===== config.mk =====
export PLATFORM = sky130hd
export DESIGN_NAME = snes_pad_serializer
export DESIGN_NICKNAME = d
export VERILOG_FILES = /design/src/rtl/snes_pad_pkg.sv /design/src/rtl/pad_debounce.sv /design/src/rtl/snes_pad_serializer.sv
export SDC_FILE = /design/constraint.sdc
export NUM_CORES = 1
export LEC_CHECK = 0
export BUFFER_PORTS_ARGS = -buffer_cell sky130_fd_sc_hd__buf_2
export CAP_MARGIN = 40
export CORE_MARGIN = 8
export CORE_UTILIZATION = 40
export CTS_CLUSTER_DIAMETER = 200
export DETAILED_ROUTE_END_ITERATION = 7
export PLACE_DENSITY = 0.54
export SLEW_MARGIN = 30
export SYNTH_ARGS = -nofsm -noshare
export SYNTH_HDL_FRONTEND = slang
export SYNTH_SLANG_ARGS = --single-unit
export TNS_END_PERCENT = 10

===== constraint.sdc =====
create_clock -name clk -period 2.5 [get_ports clk]
set_input_delay 0.125 -clock clk [delete_from_list [all_inputs] [get_ports clk]]
set_output_delay 0.125 -clock clk [all_outputs]
set_load 0.03 [all_outputs]

===== src/rtl/snes_pad_pkg.sv =====
// Shared button indices and helper types for the SNES pad serializer.
// Bit order matches the serial stream, LSB shifted out first.
package snes_pad_pkg;

    localparam int BTN_B      = 0;
    localparam int BTN_Y      = 1;
    localparam int BTN_SELECT = 2;
    localparam int BTN_START  = 3;
    localparam int BTN_UP     = 4;
    localparam int BTN_DOWN   = 5;
    localparam int BTN_LEFT   = 6;
    localparam int BTN_RIGHT  = 7;
    localparam int BTN_A      = 8;
    localparam int BTN_X      = 9;
    localparam int BTN_L      = 10;
    localparam int BTN_R      = 11;
    localparam int BTN_COUNT  = 12;

    typedef logic [BTN_COUNT-1:0] btn_vec_t;

endpackage


===== src/rtl/pad_debounce.sv =====
// One button: two-flop synchroniser followed by a stable-time debouncer.
// The accepted state flips DEBOUNCE_CYCLES cycles after a stable change.
module pad_debounce #(
    parameter int DEBOUNCE_CYCLES = 65535
) (
    input  logic clk,
    input  logic reset_n,
    input  logic btn_i,
    output logic pressed_o
);

    localparam int CW = $clog2(DEBOUNCE_CYCLES + 1);
    localparam logic [CW-1:0] TERM = CW'(DEBOUNCE_CYCLES - 1);

    logic          s1_q, s2_q;
    logic          state_q, state_d;
    logic [CW-1:0] cnt_q, cnt_d;

    always_comb begin
        state_d = state_q;
        cnt_d   = '0;
        if (s2_q != state_q) begin
            if (cnt_q == TERM) begin
                state_d = ~state_q;
            end else begin
                cnt_d = cnt_q + CW'(1);
            end
        end
    end

    always_ff @(posedge clk or negedge reset_n) begin
        if (!reset_n) begin
            s1_q    <= 1'b0;
            s2_q    <= 1'b0;
            state_q <= 1'b0;
            cnt_q   <= '0;
        end else begin
            s1_q    <= btn_i;
            s2_q    <= s1_q;
            state_q <= state_d;
            cnt_q   <= cnt_d;
        end
    end

    assign pressed_o = state_q;

endmodule


===== src/rtl/snes_pad_serializer.sv =====
// Multi-pad SNES joypad serializer: debounced buttons, strobe-driven
// autofire and one active-low serial shifter per controller port.
module snes_pad_serializer
    import snes_pad_pkg::*;
#(
    parameter int N_PADS           = 2,
    parameter int PAD_BITS         = 16,
    parameter int DEBOUNCE_CYCLES  = 65535,
    parameter int AUTOFIRE_STROBES = 4
) (
    input  logic                          clk,
    input  logic                          reset_n,
    input  logic [N_PADS*BTN_COUNT-1:0]   btn_in,
    input  logic [N_PADS*BTN_COUNT-1:0]   autofire_en,
    input  logic                          joy_strb,
    input  logic [N_PADS-1:0]             joy_clk,
    output logic [N_PADS-1:0]             joy_di,
    output logic [N_PADS*BTN_COUNT-1:0]   pressed
);

    localparam int NB = N_PADS * BTN_COUNT;
    localparam int AW = $clog2(AUTOFIRE_STROBES + 1);
    localparam logic [AW-1:0] AF_TERM = AW'(AUTOFIRE_STROBES - 1);

    logic [NB-1:0]       eff;
    logic                strb_q;
    logic                strb_fall;
    logic [N_PADS-1:0]   jclk_q;
    logic [N_PADS-1:0]   rise;
    logic [AW-1:0]       af_cnt_q, af_cnt_d;
    logic                af_phase_q, af_phase_d;
    logic [PAD_BITS-1:0] sh_q [N_PADS];
    logic [PAD_BITS-1:0] sh_d [N_PADS];

    for (genvar g = 0; g < NB; g++) begin : g_db
        pad_debounce #(
            .DEBOUNCE_CYCLES(DEBOUNCE_CYCLES)
        ) u_db (
            .clk      (clk),
            .reset_n  (reset_n),
            .btn_i    (btn_in[g]),
            .pressed_o(pressed[g])
        );
    end

    assign eff       = pressed & ~(autofire_en & {NB{af_phase_q}});
    assign strb_fall = strb_q & ~joy_strb;
    assign rise      = joy_clk & ~jclk_q;

    always_comb begin
        af_cnt_d   = af_cnt_q;
        af_phase_d = af_phase_q;
        if (strb_fall) begin
            if (af_cnt_q == AF_TERM) begin
                af_cnt_d   = '0;
                af_phase_d = ~af_phase_q;
            end else begin
                af_cnt_d = af_cnt_q + AW'(1);
            end
        end
    end

    // Strobe has priority: a clock edge during latch is dropped.
    always_comb begin
        for (int p = 0; p < N_PADS; p++) begin
            sh_d[p] = sh_q[p];
            if (joy_strb) begin
                sh_d[p] = '1;
                sh_d[p][BTN_COUNT-1:0] = ~eff[p*BTN_COUNT +: BTN_COUNT];
            end else if (rise[p]) begin
                sh_d[p] = {1'b0, sh_q[p][PAD_BITS-1:1]};
            end
        end
    end

    always_ff @(posedge clk or negedge reset_n) begin
        if (!reset_n) begin
            strb_q     <= 1'b0;
            jclk_q     <= '0;
            af_cnt_q   <= '0;
            af_phase_q <= 1'b0;
            for (int p = 0; p < N_PADS; p++) begin
                sh_q[p] <= '1;
            end
        end else begin
            strb_q     <= joy_strb;
            jclk_q     <= joy_clk;
            af_cnt_q   <= af_cnt_d;
            af_phase_q <= af_phase_d;
            for (int p = 0; p < N_PADS; p++) begin
                sh_q[p] <= sh_d[p];
            end
        end
    end

    always_comb begin
        for (int p = 0; p < N_PADS; p++) begin
            joy_di[p] = sh_q[p][0];
        end
    end

endmodule


==> metrics.log <==
[metrics] outcome: finished, final reports clean
[metrics] Yosys warning count: 0
[metrics] data arrival time of the worst path: between 2 and 2.5 ns
[metrics] H-tree depth: 2
[metrics] root buf cell: clkbuf_16
[metrics] last weighted congestion value of the routability-driven placer: around 0.76
[metrics] number of ports placed on the die boundary: between 70 and 80
[metrics] Synth area leader: dfrtp_1
[metrics] routed wirelength normalized by instance count: 13.8 µm
[metrics] number of antenna violations at the first check in global routing: 0
[metrics] core box area: 56500 µm²
[metrics] internal power consumption: about 14 mW
[metrics] floorplan die width: around 260 µm
[metrics] Post-DRT Antenna Nets: 0
[metrics] Synth Area per Inst: between 10 and 15 µm²
[metrics] WS Path Type: flop to flop
[metrics] sequential element share of the synthesized area: 0.542
[metrics] proportion of layout cells with a drive suffix above 1: 0.122
[metrics] final-layout fill cell count: slightly above 5000
[metrics] Cell Pwr Density: 673 nW/µm²
[metrics] Critical Path End Type: flop
[metrics] Final Net Count: 2454
[metrics] type of the most critical hold path: input port to flop
[metrics] Clock Skews: approximately 0.028 ns
[metrics] Post-Place Cells: 3000
[metrics] grt total ovfl: 0
[metrics] tightest slew margin relative to the limit: 0.560
[metrics] final count of hold timing violations: 0
[metrics] CP Launch Type: flop
[metrics] max capacitance violation total: 0
[metrics] HPWL reported at the end of detailed placement: ~28000 µm
[metrics] final setup violation count: 0
[metrics] Post-synth top flop: dfrtp_1
[metrics] Total Die Area: roughly 65000 µm²
[metrics] Max Slew Vio Count: 0
[metrics] fraction of synthesis flops using an asynchronous set or reset pin: 1.00
[metrics] insertion delay to the later sink of the worst-skew pair: ~0.61 ns
[metrics] clock transition at the registers of the reported paths: roughly 0.06 ns
[metrics] multi-input gate area in the final layout: ~9700 µm²
[metrics] Diodes inserted: 0
[metrics] count of state elements after synthesis: 495
[metrics] Synth Instances: between 2000 and 2500
[metrics] post-synth cell types: 44
[metrics] footprint of the flip-flops and latches: between 10000 and 15000 µm²
[metrics] final worst-path cycle share: 0.783
[metrics] maximum frequency from static timing analysis: slightly above 500 MHz
[metrics] Final Hold Slack: 0.0598 ns
[metrics] crit-path max FO: 16
[metrics] slew of the pin with the lowest slew margin: 0.660 ns
[metrics] combined global-route utilization of all metal layers: 0.136
[metrics] wire length reported by the detailed router: 43500 µm
[metrics] Switching Fraction: 0.231
[metrics] portion of total power attributed to combinational logic: 0.049
[metrics] setup slack after placement: between 0.5 and 0.6 ns
[metrics] worst supply voltage drop on vdd: 0.533 mV
[metrics] Netlist Area Pre-Place: ~23000 µm²
[metrics] final critical-path setup slack: about 0.54 ns
[metrics] pin count of the biggest net entering global routing: 78
[metrics] Starting Density: 0.406
[metrics] routed via count divided by cell count: between 4 and 5
[metrics] top-area cell type share of the netlist area: 0.505
[metrics] required time at the endpoint of the critical path: 2.97 ns
[metrics] 1st-pass router iterations: 5
[metrics] clock net sink count: a little under 500
[metrics] P_sw: around 4.1 mW
[metrics] floorplan die height: between 200 and 300 µm
[metrics] synthesis-to-finish area growth: 15.1%
[metrics] share of power burned in registers: 0.475
[metrics] number of CTS-inserted buffers: 55
[metrics] total leakage power: around 11 nW
[metrics] number of synthesized flops with an enable pin: 0
[metrics] most frequent cells in the layout: nor2_1, dfrtp_1, xnor2_1, nand2_1, nand3_1
[metrics] Clock power frac: 0.476
[metrics] number of non-filler instances in the completed layout: between 3000 and 4000
[metrics] number of standard-cell rows in the floorplan: between 80 and 90
[metrics] RSZ-0062 raised after global routing: false
[metrics] most common cell after layout, fill and taps aside: nor2_1
[metrics] via count of the first global-routing pass: 15600
[metrics] drt first-iter violations: 786
[metrics] post-synth net total: between 2000 and 2500
[metrics] CTS tree: built
[metrics] DRC violations left: 0
[metrics] final worst path period need: slightly below 2 ns
[metrics] number of buffer cells added on primary ports: between 70 and 80
[metrics] biggest area contributors in the synthesized netlist: dfrtp_1, xnor2_1, nor2_1
[metrics] wire length of the first global-routing pass: 76700 µm
[metrics] setup TNS: 0 ns
[metrics] Vias: approximately 15000
[metrics] number of buffers on the longest clock path: 3
[cells in the mapped netlist, types with 6 or more instances]
| cell | instances |
|---|---|
| xnor2_1 | 303 |
| buf_4 | 32 |
| buf_6 | 18 |
| nand3b_1 | 6 |
| or4_4 | 10 |
| nand4_2 | 11 |
| nand2_1 | 137 |
| dfrtp_1 | 463 |
| inv_1 | 72 |
| mux2_4 | 7 |
| nand3_1 | 118 |
| ha_1 | 49 |
| nor3_1 | 96 |
| and2_1 | 25 |
| dfstp_2 | 32 |
| nor4_1 | 79 |
| nand2b_1 | 12 |
| clkbuf_2 | 11 |
| clkbuf_1 | 14 |
| a31oi_1 | 24 |
| nor2_1 | 471 |
| nand4_1 | 87 |
| nand2_4 | 7 |
| xor2_1 | 53 |
| mux2_2 | 17 |
| a211oi_1 | 24 |
[metal layers]
layer,vias to the layer above,share of wire,track usage
li1,7684,-,-
met1,7429,0.50,0.192
met2,188,0.44,0.210
met3,71,0.037,0.0250
met4,0,0.024,0.0421
met5,-,0,0
[final timing paths]
path                                             startpoint                           endpoint  slack (ns)  cells after the start
min                                                joy_strb               sh_q[15]$_DFFE_PN1P_        0.06                      2
max                        g_db[20].u_db.cnt_q[5]$_DFF_PN0_  g_db[20].u_db.cnt_q[13]$_DFF_PN0_        0.54                      4
max reg2reg                g_db[20].u_db.cnt_q[5]$_DFF_PN0_  g_db[20].u_db.cnt_q[13]$_DFF_PN0_        0.54                      4
min in group asynchronous                           reset_n  g_db[22].u_db.cnt_q[11]$_DFF_PN0_        0.11                      2
max in group asynchronous                           reset_n               sh_q[24]$_DFFE_PN1P_        1.52                      3
min reg2reg                    g_db[23].u_db.s1_q$_DFF_PN0_       g_db[23].u_db.s2_q$_DFF_PN0_        0.32                      0
[cells by family (layout without fill, tap and decap cells)]
family          after synthesis  count (layout)  share of synthesized area
compound gates               64              64                     0.0194
xor+xnor                    356             356                      0.136
fa+ha+maj                    49              49                     0.0267
buf+inv                     148             326                     0.0360
flops                       495             495                      0.542
mux                          24              24                     0.0129
simple gates               1085            1085                      0.227
[flip-flops by register name, summed over array words and instances (netlist names)]
name,cells
sh_q,30
af_phase_q,1
g_db.u_db.cnt_q,384
joy_di,2
g_db.u_db.s2_q,24
jclk_q,2
strb_q,1
af_cnt_q,3
g_db.u_db.pressed_o,24
g_db.u_db.s1_q,24
[through the flow]
stage               power (mW)  utilization  cell area [µm²]
finish                    17.8        0.467            26400
global route              18.6        0.467            26400
CTS                       18.1        0.467            26400
detailed placement        9.41        0.424            23900
global placement          9.36        0.424            23900
floorplan                 8.99            -            22900
[what timing repair did]
action | CTS | global route
hold endpoints to repair | 115 | 0
gates resized for setup | 0 | 0
buffers inserted | 0 | 0
hold buffers | 51 | 0
[worst max-delay path, stage by stage (launching register included)]
cell and delay (ns):
dfrtp_1 0.39, nand4_1 0.30, nor4_1 0.46, nand2b_1 0.54
nor2_1 0.11
[power groups by stage]
stage                     clock, mW  sequential (mW)  combinational (mW)
final                          8.45             8.43               0.874
after global routing           9.08             8.46                1.02
after CTS                      8.76             8.43               0.903
after detailed placement          0             8.57               0.833
after global placement            0             8.60               0.762
after floorplan                   0             8.49               0.495
[area by class of cell]
cell class | instances | share of cell area
Tap cell | 756 | 0.0359
Inverter | 72 | 0.0102
Clock buffer | 73 | 0.0589
Sequential cell | 495 | 0.471
Timing Repair Buffer | 150 | 0.0432
Multi-Input combinational cell | 1578 | 0.367
Clock inverter | 31 | 0.0139
Power figures use the tool's default switching activity.
